**src/rtl/br_lite_local_ni_pkg.sv**
```systemverilog
// br_lite_local_ni_pkg: flit, service, id and NI TX state types for the BrLite local network interface
package br_lite_local_ni_pkg;
  localparam int BR_ID_W = 4;
  localparam int BR_PAYLOAD_W = 8;
  typedef enum logic [1:0] {
    BR_SVC_ALL   = 2'd0,
    BR_SVC_TGT   = 2'd1,
    BR_SVC_CLEAR = 2'd2
  } br_svc_t;
  typedef logic [BR_ID_W-1:0] br_id_t;
  typedef logic [BR_PAYLOAD_W-1:0] br_payload_t;
  typedef struct packed {
    logic [15:0] source;
    logic [15:0] target;
    br_svc_t     service;
    br_id_t      id;
    br_payload_t payload;
  } br_data_t;
  typedef enum logic [1:0] {TX_IDLE, TX_WAIT, TX_REQ, TX_RELEASE} br_ni_tx_state_t;
endpackage

```
**src/rtl/br_lite_ni_fifo.sv**
```systemverilog
// br_lite_ni_fifo: first-word-fall-through FIFO with occupancy count for the NI RX path
module br_lite_ni_fifo import br_lite_local_ni_pkg::*; #(
  parameter int DEPTH = 4,
  parameter type T = br_data_t,
  localparam int AW = $clog2(DEPTH)
) (
  input  logic        clk,
  input  logic        rst,
  input  logic        push,
  input  T            din,
  input  logic        pop,
  output T            dout,
  output logic        valid,
  output logic        full,
  output logic [AW:0] count
);
  T mem [DEPTH];
  logic [AW-1:0] wr, rd;
  assign valid = count != '0;
  assign full = count == (AW+1)'(DEPTH);
  // empty head reads as zero so the PE-facing data bus is clean out of reset
  assign dout = valid ? mem[rd] : '0;
  always_ff @(posedge clk or posedge rst) begin
    if (rst) begin
      wr <= '0;
      rd <= '0;
      count <= '0;
    end else begin
      if (push) wr <= wr + 1'b1;
      if (pop) rd <= rd + 1'b1;
      count <= count + (AW+1)'(push) - (AW+1)'(pop);
    end
  end
  always_ff @(posedge clk) begin
    if (push) mem[wr] <= din;
  end
endmodule

```
**src/rtl/br_lite_local_ni.sv**
```systemverilog
// br_lite_local_ni: PE-side NI on the BrLite LOCAL port (TX req/ack injector, RX FIFO); BR_LITE_NI_CLEAR_FWD_EN forwards CLEAR flits to the PE
module br_lite_local_ni import br_lite_local_ni_pkg::*; #(
  parameter logic [15:0] ADDRESS = 16'h0000,
  parameter int RX_DEPTH = 4
) (
  input  logic                      clk_i,
  input  logic                      rst_i,
  input  logic                      tx_valid_i,
  output logic                      tx_ready_o,
  input  logic                      tx_tgt_i,
  input  logic [15:0]               tx_target_i,
  input  br_payload_t               tx_payload_i,
  output br_data_t                  br_flit_o,
  output logic                      br_req_o,
  input  logic                      br_ack_i,
  input  logic                      local_busy_i,
  input  br_data_t                  br_flit_i,
  input  logic                      br_req_i,
  output logic                      br_ack_o,
  output logic                      rx_valid_o,
  input  logic                      rx_ready_i,
  output br_data_t                  rx_data_o,
  output logic [$clog2(RX_DEPTH):0] rx_count_o
);
  br_ni_tx_state_t state, state_next;
  br_data_t hold;
  br_id_t id_cnt;
  logic live, accept, clear_drop, rx_take, rx_push, rx_full;
  // live keeps tx_ready low while reset is held and rises on the first clock after release
  assign tx_ready_o = live && state == TX_IDLE;
  assign accept = tx_valid_i && tx_ready_o;
  assign br_req_o = state == TX_REQ;
  assign br_flit_o = hold;
  always_comb begin
    state_next = state;
    case (state)
      TX_IDLE:    state_next = accept ? TX_WAIT : TX_IDLE;
      TX_WAIT:    state_next = local_busy_i ? TX_WAIT : TX_REQ;
      TX_REQ:     state_next = br_ack_i ? TX_RELEASE : TX_REQ;
      TX_RELEASE: state_next = br_ack_i ? TX_RELEASE : TX_IDLE;
      default:    state_next = TX_IDLE;
    endcase
  end
  always_ff @(posedge clk_i or posedge rst_i) begin
    if (rst_i) begin
      state <= TX_IDLE;
      hold <= '0;
      id_cnt <= '0;
      live <= 1'b0;
    end else begin
      live <= 1'b1;
      state <= state_next;
      if (accept) begin
        hold.source <= ADDRESS;
        hold.target <= tx_tgt_i ? tx_target_i : 16'h0000;
        hold.service <= tx_tgt_i ? BR_SVC_TGT : BR_SVC_ALL;
        hold.id <= id_cnt;
        hold.payload <= tx_payload_i;
        id_cnt <= id_cnt + 1'b1;
      end
    end
  end
`ifdef BR_LITE_NI_CLEAR_FWD_EN
  assign clear_drop = 1'b0;
`else
  assign clear_drop = br_flit_i.service == BR_SVC_CLEAR;
`endif
  // dropped CLEAR flits bypass the full check since they never occupy a slot
  assign rx_take = br_req_i && !br_ack_o && (clear_drop || !rx_full);
  assign rx_push = rx_take && !clear_drop;
  always_ff @(posedge clk_i or posedge rst_i) begin
    if (rst_i) br_ack_o <= 1'b0;
    else br_ack_o <= br_req_i && (br_ack_o || rx_take);
  end
  br_lite_ni_fifo #(.DEPTH(RX_DEPTH), .T(br_data_t)) u_fifo (
    .clk(clk_i),
    .rst(rst_i),
    .push(rx_push),
    .din(br_flit_i),
    .pop(rx_valid_o && rx_ready_i),
    .dout(rx_data_o),
    .valid(rx_valid_o),
    .full(rx_full),
    .count(rx_count_o)
  );
endmodule

```
**config.mk**
```make
export PLATFORM = sky130hd
export DESIGN_NAME = br_lite_local_ni
export DESIGN_NICKNAME = d
export VERILOG_FILES = /design/src/rtl/br_lite_local_ni_pkg.sv /design/src/rtl/br_lite_ni_fifo.sv /design/src/rtl/br_lite_local_ni.sv
export SDC_FILE = /design/constraint.sdc
export NUM_CORES = 1
export LEC_CHECK = 0
export CAP_MARGIN = 25
export CORE_UTILIZATION = 52
export CTS_CLUSTER_SIZE = 30
export DETAILED_ROUTE_END_ITERATION = 12
export HOLD_SLACK_MARGIN = 0.03
export PLACE_DENSITY_LB_ADDON = 0.1
export SLEW_MARGIN = 25
export SYNTH_ARGS = -nofsm -noshare
export SYNTH_HDL_FRONTEND = slang
export SYNTH_SLANG_ARGS = --single-unit
```
**constraint.sdc**
```tcl
create_clock -name clk_i -period 3 [get_ports clk_i]
set_clock_uncertainty 0.2 [all_clocks]
set_input_delay 0.6 -clock clk_i [delete_from_list [all_inputs] [get_ports clk_i]]
set_output_delay 0.6 -clock clk_i [all_outputs]
set_load 0.01 [all_outputs]
```
==> results.tsv <==
metric	value	unit
most instantiated cells after synthesis	edfxtp_1, nand2_1, and2_1	
gpl congestion	0.720	
final net count	780	
Seq cells post-synth	228	
crit start category	flip-flop	
# diodes	0	
Die Height	133	um
RSZ-0062 raised after global routing	true	
Mapped Area	8960	sq um
Post-synth ARST share	0.193	
remaining routing DRC violations	0	
Final Critical Period	2990	ps
Synth cell types	31	
first-pass GRT wire length	27000	um
Slew Viols, Final	0	
CTS tree	built	
Clock Sinks	228	
Worst setup EP type	primary output	
Pleak	4.41	nW
top post-synthesis cells by area	edfxtp_1, dfrtp_1, mux4_2	
post-detail-place hpwl	10800	um
DR vias/cell	5.19	
share of cells above drive strength 1	0.177	
All-Layer GR Usage	0.198	
Yosys warnings	0	
final setup violation count	0	
htree depth	1	
Synth top area share	0.617	
Worst Hold Class	reg -> reg	
TritonRoute pass-1 iters	4	
Worst Setup Path Type	reg -> out	
Max Root-Sink Buffers	3	
Peak VDD IR	0.000548	V
clk_lat worst skew	490	ps
Fmax	0.334	GHz
total of max-cap violations	0	
Top FF cell, synth	edfxtp_1	
number of global-route vias before repair	5108	
die area	17800	sq um
drt initial violations	238	
Routed Antenna Nets	0	
area leader, netlist	edfxtp_1	
period utilisation layout	0.998	
Die W	133	um
Site Rows	47	
setup_tns	0	ps
final worst-path setup slack	5.47	ps
Met3 Routed Length	1350	um
Seq/Total Area, Yosys	0.740	
clock slew at reported path FFs	60	ps
DR top layer	met4	
WP data required	2200	ps
final hold violations	0	
initial antenna violation count	0	
Synth Instances	502	
Core ar.	16700	sq um
Final Util	0.706	
via count	4828	
Worst slew margin	0.630	
Post-Place Setup Slack	196	ps
Slew @ Worst Pin	554	ps
met2 wire length	8700	um
root buffer cell	clkbuf_16	
EDFF count, synth	184	
Worst Path Arrival	2190	ps
critical path fanouts, max	6	
Power, Total	11.0	mW
WL/cell	18.4	um
grt ovf	0	
Starting Density	0.536	
Ports	177	
Syn-to-layout area delta	31.5	%
CTS Buf Count	23	
power per cell area	937	nW/um^2
pin count of the biggest net entering global routing	45	
final WL	17100	um
status	complete, no violations	
top-count cell post-synth	edfxtp_1	
Port Buffers	159	
Mean Syn Cell Area	17.8	sq um
wl on met1	6800	um
==> cell type report <==
type | instances | area [sq um]
clock buffer | 34 | 627
sequential | 228 | 6630
tap | 220 | 275
timing repair buffer | 193 | 1980
inverter | 8 | 30.0
clock inverter | 7 | 106
fill | 1128 | 4920
multi-input combinational | 240 | 2130
==> sequential cells by signal (all words and copies together), names as in the netlist <==
signal	flops
u_fifo.count	3
state	2
u_fifo.mem	184
live	1
u_fifo.rd	2
br_flit_o	29
id_cnt	4
u_fifo.wr	2
br_ack_o	1
==> cell usage in the layout (no fill, tap or decap), types with 2 or more instances in the layout <==
| cell type | instances |
|---|---|
| edfxtp_1 | 184 |
| nand3_1 | 17 |
| clkbuf_16 | 25 |
| xnor2_1 | 7 |
| inv_1 | 8 |
| nand2_1 | 77 |
| clkdlybuf4s50_1 | 113 |
| and2_2 | 4 |
| ha_1 | 7 |
| clkbuf_1 | 10 |
| mux4_2 | 46 |
| clkbuf_2 | 6 |
| dlygate4sd2_1 | 35 |
| buf_12 | 11 |
| dfrtp_1 | 42 |
| clkinv_1 | 3 |
| conb_1 | 18 |
| clkdlybuf4s15_1 | 3 |
| buf_4 | 18 |
| bufinv_16 | 3 |
| nor2b_1 | 2 |
| and2_1 | 46 |
==> worst max-delay path, cell delays in order (launching register included) <==
cell and delay (ps):
dfrtp_4 500, buf_4 180, buf_12 140, mux4_2 430
and2_1 180, dlygate4sd2_1 280
==> power breakdown <==
| part | internal [mW] | switching (mW) | total (mW) | leakage (nW) |
|---|---|---|---|---|
| clock | 1.70 | 1.07 | 2.77 | 0.353 |
| combinational | 2.28 | 1.75 | 4.03 | 1.84 |
| sequential | 3.96 | 0.286 | 4.24 | 2.22 |
==> layer usage <==
metal  global-route usage  vias to the layer above
met5                    0                        -
met3               0.0548                       21
met4               0.0543                        0
li1                     -                     2215
met1                0.248                     2413
met2                0.341                      179
==> through the flow <==
| stage | hold WS (ps) | instances | instance area, sq um |
|---|---|---|---|
| 2_1_floorplan | 245 | 518 | 9020 |
| 3_3_place_gp | 251 | 879 | 11000 |
| 3_5_place_dp | 257 | 879 | 11000 |
| 4_1_cts | 270 | 924 | 11700 |
| 5_1_grt | 290 | 930 | 11800 |
| 6_report | 266 | 930 | 11800 |
==> path summary, 6_finish.rpt <==
| kind | slack [ps] | startpoint | cells past startpoint | endpoint |
|---|---|---|---|---|
| setup reg to reg | 470 | u_fifo.count[2] | 9 | u_fifo.count[2] |
| hold / removal | 270 | br_flit_o[24] | 2 | br_flit_o[24] |
| max in group asynchronous | 1820 | rst_i | 3 | u_fifo.rd[0] |
| hold reg to reg | 270 | br_flit_o[24] | 2 | br_flit_o[24] |
| min in group asynchronous | 360 | rst_i | 3 | state[0] |
| setup / recovery | 5 | u_fifo.rd[0] | 5 | rx_data_o[12] |
==> cells by family after synthesis <==
kind of cell,after synthesis,share of synthesized area
adders and majority gates,8,0.0120
and+or+nand+nor,155,0.0878
xor gates and xnor gates,8,0.00782
muxes,47,0.117
buffers and inverters,50,0.0320
AOI/OAI and AO/OA,4,0.00307
other,2,0.000838
DFF,228,0.740
==> timing repair <==
| action | CTS | global route |
|---|---|---|
| gates cloned | 1 | 2 |
| setup buffers | 3 | 4 |
| resized for setup | 54 | 18 |
| setup endpoints to repair | 46 | 26 |
| hold buffers | 0 | 0 |
Note: power is estimated with default switching activity, not from simulation.
